`config.mk`:
```
export PLATFORM = sky130hd
export DESIGN_NAME = rv_writeback_stage
export DESIGN_NICKNAME = d
export VERILOG_FILES = /design/src/rtl/rv_writeback_stage.sv
export SDC_FILE = /design/constraint.sdc
export NUM_CORES = 1
export LEC_CHECK = 0
export CAP_MARGIN = 0
export CORE_MARGIN = 5
export CORE_UTILIZATION = 45
export DETAILED_ROUTE_END_ITERATION = 6
export PLACE_DENSITY = 0.87
export SETUP_SLACK_MARGIN = 0.2
export SYNTH_ARGS = -nofsm -noshare
export SYNTH_HDL_FRONTEND = slang
export SYNTH_SLANG_ARGS = --single-unit
export TNS_END_PERCENT = 10
```
`constraint.sdc`:
```
create_clock -name clk_i -period 2.9 [get_ports clk_i]
set_input_delay 0.435 -clock clk_i [delete_from_list [all_inputs] [get_ports clk_i]]
set_output_delay 0.435 -clock clk_i [all_outputs]
set_load 0.01 [all_outputs]
```
`src/rtl/rv_writeback_stage.sv`:
```
// Writeback stage: registers M-stage results, retires into the GPR file, resolves branch/jump prediction.
// Latency 1 cycle from capture to outputs; cu_stall_w_i holds the W register, cu_kill_w_i squashes it.
module rv_writeback_stage #(
  parameter int XLEN         = 32,
  parameter int GPR_ADDR_W   = 5,
  parameter int INSTRET_W    = 64,
  parameter bit JALR_PREDICT = 1'b0
) (
  input  logic                  clk_i,
  input  logic                  arstn_i,
  input  logic                  cu_kill_w_i,
  input  logic                  cu_stall_w_i,
  input  logic                  m_valid_i,
  input  logic                  m_gpr_wr_en_i,
  input  logic [GPR_ADDR_W-1:0] m_gpr_wr_addr_i,
  input  logic [XLEN-1:0]       m_gpr_wr_data_i,
  input  logic                  m_branch_i,
  input  logic                  m_jal_i,
  input  logic                  m_jalr_i,
  input  logic [XLEN-1:0]       m_target_pc_i,
  input  logic [XLEN-1:0]       m_next_pc_i,
  input  logic                  m_prediction_i,
  input  logic                  m_br_j_taken_i,
  output logic                  w_gpr_wr_en_o,
  output logic [GPR_ADDR_W-1:0] w_gpr_wr_addr_o,
  output logic [XLEN-1:0]       w_gpr_wr_data_o,
  output logic                  w_redirect_o,
  output logic [XLEN-1:0]       w_redirect_pc_o,
  output logic                  w_bp_update_o,
  output logic [XLEN-1:0]       w_bp_pc_o,
  output logic                  w_bp_taken_o,
  output logic [XLEN-1:0]       w_bp_target_o,
  output logic                  w_retire_o,
  output logic [INSTRET_W-1:0]  w_instret_o
);

  logic                  valid_q;
  logic                  wr_en_q;
  logic [GPR_ADDR_W-1:0] wr_addr_q;
  logic [XLEN-1:0]       wr_data_q;
  logic                  branch_q;
  logic                  jal_q;
  logic                  jalr_q;
  logic [XLEN-1:0]       target_q;
  logic [XLEN-1:0]       next_pc_q;
  logic                  pred_q;
  logic                  taken_q;
  logic                  redir_done_q;
  logic [INSTRET_W-1:0]  instret_q;

  logic retire;
  logic mispredict;
  logic redirect;

  always_comb begin
    mispredict = 1'b0;
    if (branch_q)      mispredict = (pred_q != taken_q);
    else if (jal_q)    mispredict = ~pred_q;
    else if (jalr_q)   mispredict = JALR_PREDICT ? ~pred_q : 1'b1;
  end

  assign retire   = valid_q & ~cu_stall_w_i & ~cu_kill_w_i;
  // Redirect may fire while stalled so fetch recovers early; redir_done_q stops a repeat.
  assign redirect = valid_q & ~cu_kill_w_i & mispredict & ~redir_done_q;

  always_ff @(posedge clk_i or negedge arstn_i) begin
    if (!arstn_i) begin
      valid_q      <= 1'b0;
      wr_en_q      <= 1'b0;
      wr_addr_q    <= '0;
      wr_data_q    <= '0;
      branch_q     <= 1'b0;
      jal_q        <= 1'b0;
      jalr_q       <= 1'b0;
      target_q     <= '0;
      next_pc_q    <= '0;
      pred_q       <= 1'b0;
      taken_q      <= 1'b0;
      redir_done_q <= 1'b0;
      instret_q    <= '0;
    end else begin
      if (!cu_stall_w_i) begin
        wr_en_q   <= m_gpr_wr_en_i;
        wr_addr_q <= m_gpr_wr_addr_i;
        wr_data_q <= m_gpr_wr_data_i;
        branch_q  <= m_branch_i;
        jal_q     <= m_jal_i;
        jalr_q    <= m_jalr_i;
        target_q  <= m_target_pc_i;
        next_pc_q <= m_next_pc_i;
        pred_q    <= m_prediction_i;
        taken_q   <= m_br_j_taken_i;
      end

      if (cu_kill_w_i)       valid_q <= 1'b0;
      else if (!cu_stall_w_i) valid_q <= m_valid_i;

      if (!cu_stall_w_i || cu_kill_w_i) redir_done_q <= 1'b0;
      else if (redirect)                redir_done_q <= 1'b1;

      if (retire) instret_q <= instret_q + {{(INSTRET_W-1){1'b0}}, 1'b1};
    end
  end

  assign w_retire_o      = retire;
  assign w_gpr_wr_en_o   = retire & wr_en_q & (wr_addr_q != '0);
  assign w_gpr_wr_addr_o = wr_addr_q;
  assign w_gpr_wr_data_o = wr_data_q;
  assign w_redirect_o    = redirect;
  assign w_redirect_pc_o = taken_q ? target_q : next_pc_q;
  assign w_bp_update_o   = retire & (branch_q | jal_q | jalr_q);
  // Gated so an empty stage shows 0 rather than 0 - 4.
  assign w_bp_pc_o       = valid_q ? (next_pc_q - XLEN'(4)) : '0;
  assign w_bp_taken_o    = taken_q;
  assign w_bp_target_o   = target_q;
  assign w_instret_o     = instret_q;

endmodule

```
==> results.json <==
{
  "hold_class": "in -> reg",
  "port_buffers": 313,
  "cts_tree": "done",
  "drcViolationCount": 0,
  "synth.area.top_cells": "dfrtp_1, mux2_2, xor2_1, xnor2_1, and2_1",
  "first_pass_iters": 5,
  "cts_sinks": 173,
  "syn_avg_cell_area_um2": 12.1,
  "numCtsBuffers": 17,
  "r2r_start": "w_instret_o[34]",
  "ir_drop_mv": 0.394,
  "comb_power_share_pct": 19.8,
  "synthTopCellsByCount": "dfrtp_1, mux2_2, xor2_1, xnor2_1, nand2_1",
  "endpoint_kind": "output pin",
  "crit_type": "reg -> out",
  "max_freq_mhz": 323,
  "cp-start-kind": "flop",
  "setup_viol": 9,
  "drive_above_1_share_pct": 26.6,
  "hold_start": "cu_stall_w_i",
  "vias": 6754,
  "regToRegSetupSlack_ns": 0.57,
  "core_area_um2": 18000,
  "wirelength_um": 25800,
  "cts.path.max_buffers": 2,
  "ys_seq_area_share_pct": 52.8,
  "whs_ns": 0.331,
  "post-place-ws_ns": -0.231,
  "synth-seq-cells": 173,
  "syn_nets": 790,
  "violations": "setup timing",
  "synth_edf_count": 0,
  "pin_count": 314,
  "area_growth_pct": 55.0,
  "clock_latency_ns": 0.42,
  "synth_ff_type": "dfrtp_1",
  "yosysWarnings": 0,
  "critPathMaxFanout": 8,
  "grt_pass1_wl_um": 41400,
  "power_density_nw_per_um2": 520,
  "routabilityCongestion": 0.873,
  "status": "finished with violations",
  "finalMaxSlewViolations": 0,
  "seqPwrFrac_pct": 41.5,
  "critical_path_arrival_ns": 2.67,
  "die-area_um2": 21000,
  "drtIter0Drc": 285,
  "reg2reg_to": "w_instret_o[60]",
  "intPower_mw": 4.92,
  "start_util_pct": 45.7,
  "whs_endpoint": "redir_done_q",
  "switchingPower_mw": 1.70,
  "synth-async-reset-ratio_pct": 100,
  "p_sw_share_pct": 25.6,
  "place_hpwl_um": 18900,
  "finClkSkew_ns": 0.0132,
  "clock-root-buffer": "clkbuf_16",
  "grt_overflow": 0,
  "layout_setup_ws_ns": -0.201,
  "syn-cell-area_um2": 8200,
  "reg2reg_depth": 5,
  "fin_nets": 1140,
  "syn_inst": 676,
  "post_drt_wl_per_cell_um": 20.3,
  "num_rows": 49,
  "grtUsageTotal_pct": 24.2,
  "final_antenna_net_count": 0,
  "grt_pass1_vias": 7330,
  "hold_path_depth": 2,
  "slew-limit-headroom_pct": 53.8,
  "grt_max_degree": 109,
  "maxCapViolations": 0,
  "hold_viol": 0,
  "htree_levels": 4,
  "antenna_found_initial": 3,
  "p_leak_nw": 5.45,
  "final.setup.tns_ns": -1.18,
  "p_clk_share_pct": 38.7,
  "finalCritPeriodShare_pct": 107,
  "fillers": 1236,
  "cp.required_ns": 2.47,
  "yosysMostFrequentCell": "dfrtp_1",
  "fin_crit_ns": 3.10,
  "clk_pin_slew_ns": 0.06,
  "dieHeight_um": 145,
  "synth_top_area_share_pct": 52.8,
  "tightest_slew_ns": 0.687,
  "yosysTopAreaCell": "dfrtp_1",
  "rsz0062_at_grt": "yes",
  "vias_per_cell": 5.31,
  "synth.distinct_cells": 44,
  "die_width_um": 145
}
==> repair_timing <==
action / 4_1_cts / 5_1_grt
hold buffers: 1 / 0
pin swaps: 15 / 19
resized for setup: 105 / 22
endpoints found under the setup margin: 27 / 29
setup buffers: 0 / 1
gates cloned: 0 / 0
endpoints found under the hold margin: 33 / 0
==> power by group through the flow <==
stage	clock [mW]	sequential, mW	combinational (mW)
6_report	2.56	2.74	1.31
5_1_grt	2.70	2.77	1.39
4_1_cts	2.61	2.74	1.31
3_5_place_dp	0	2.78	1.29
3_3_place_gp	0	2.76	1.27
2_1_floorplan	0	2.81	0.420
==> through the flow <==
step           instances  instance area [um^2]  utilization [%]  power, mW
3_3_place_gp        1234                 11900             66.2       4.03
3_5_place_dp        1234                 11900             66.2       4.07
6_report            1271                 12700             70.8       6.61
5_1_grt             1271                 12700             70.8       6.86
2_1_floorplan        676                  8200                -       3.23
4_1_cts             1267                 12700             70.5       6.66
==> layer usage <==
| layer | global-route usage, % | wire length (um) |
|---|---|---|
| met1 | 28.9 | 10100 |
| met2 | 42.3 | 13400 |
| met3 | 6.89 | 1710 |
| met4 | 7.86 | 631 |
| met5 | 0 | 0 |
==> sequential cells by signal, indices dropped and copies added (netlist names) <==
register	flops
branch_q	1
jal_q	1
jalr_q	1
next_pc_q	32
pred_q	1
redir_done_q	1
valid_q	1
w_bp_taken_o	1
w_bp_target_o	32
w_gpr_wr_addr_o	5
w_gpr_wr_data_o	32
w_instret_o	64
wr_en_q	1
==> worst max-delay path, cell delays in order (launching register included) <==
cell and delay, ns:
dfrtp_1 0.38, or4_4 0.55, or4_4 0.47, buf_12 0.17, buf_12 0.13, nor4_4 0.13
xor2_1 0.17, and2_1 0.13, buf_2 0.12
==> placed cells by master, fill, tap and decap left out, types with 25 or more instances in the layout <==
cell and count:
clkdlybuf4s50_1 283, dfrtp_1 170, mux2_2 138, xor2_1 43
xnor2_1 40, buf_4 40, nand2_1 33, nor2_1 30
nand3_1 26, and2_1 25
==> layout make-up <==
type / instances / area (um^2) / area share, %
multi-input combinational: 463 / 3900 / 30.7
timing repair buffer: 360 / 3490 / 27.4
antenna: 3 / 7.51 / 0.0590
clock inverter: 14 / 229 / 1.80
tap: 229 / 287 / 2.25
clock buffer: 18 / 429 / 3.38
inverter: 11 / 41.3 / 0.325
sequential: 173 / 4330 / 34.1
==> cell families (layout without fill, tap and decap cells) <==
logic type	after synthesis	count (layout)	share of synthesized area, %
AND/OR/NAND/NOR	219	219	15.4
flip-flops	173	173	52.8
multiplexers	139	139	19.1
XOR/XNOR	83	83	8.86
buffers and inverters	40	403	1.97
AO/OA/AOI/OAI	20	20	1.63
adder cells (fa/ha/maj)	2	2	0.305
other	0	3	0
==> worst max path at each step <==
stage | from | end | slack [ns] | cells after the start
2_1_floorplan | next_pc_q[20] | w_bp_pc_o[23] | 0.33 | 5
3_3_place_gp | next_pc_q[20] | w_bp_pc_o[28] | -0.20 | 8
3_5_place_dp | next_pc_q[20] | w_bp_pc_o[26] | -0.23 | 8
5_1_grt | next_pc_q[21] | w_bp_pc_o[27] | -0.27 | 7
6_report | next_pc_q[21] | w_bp_pc_o[28] | -0.20 | 8
4_1_cts | next_pc_q[19] | w_bp_pc_o[29] | -0.25 | 7
No activity file was read; power rests on OpenSTA's default activity.
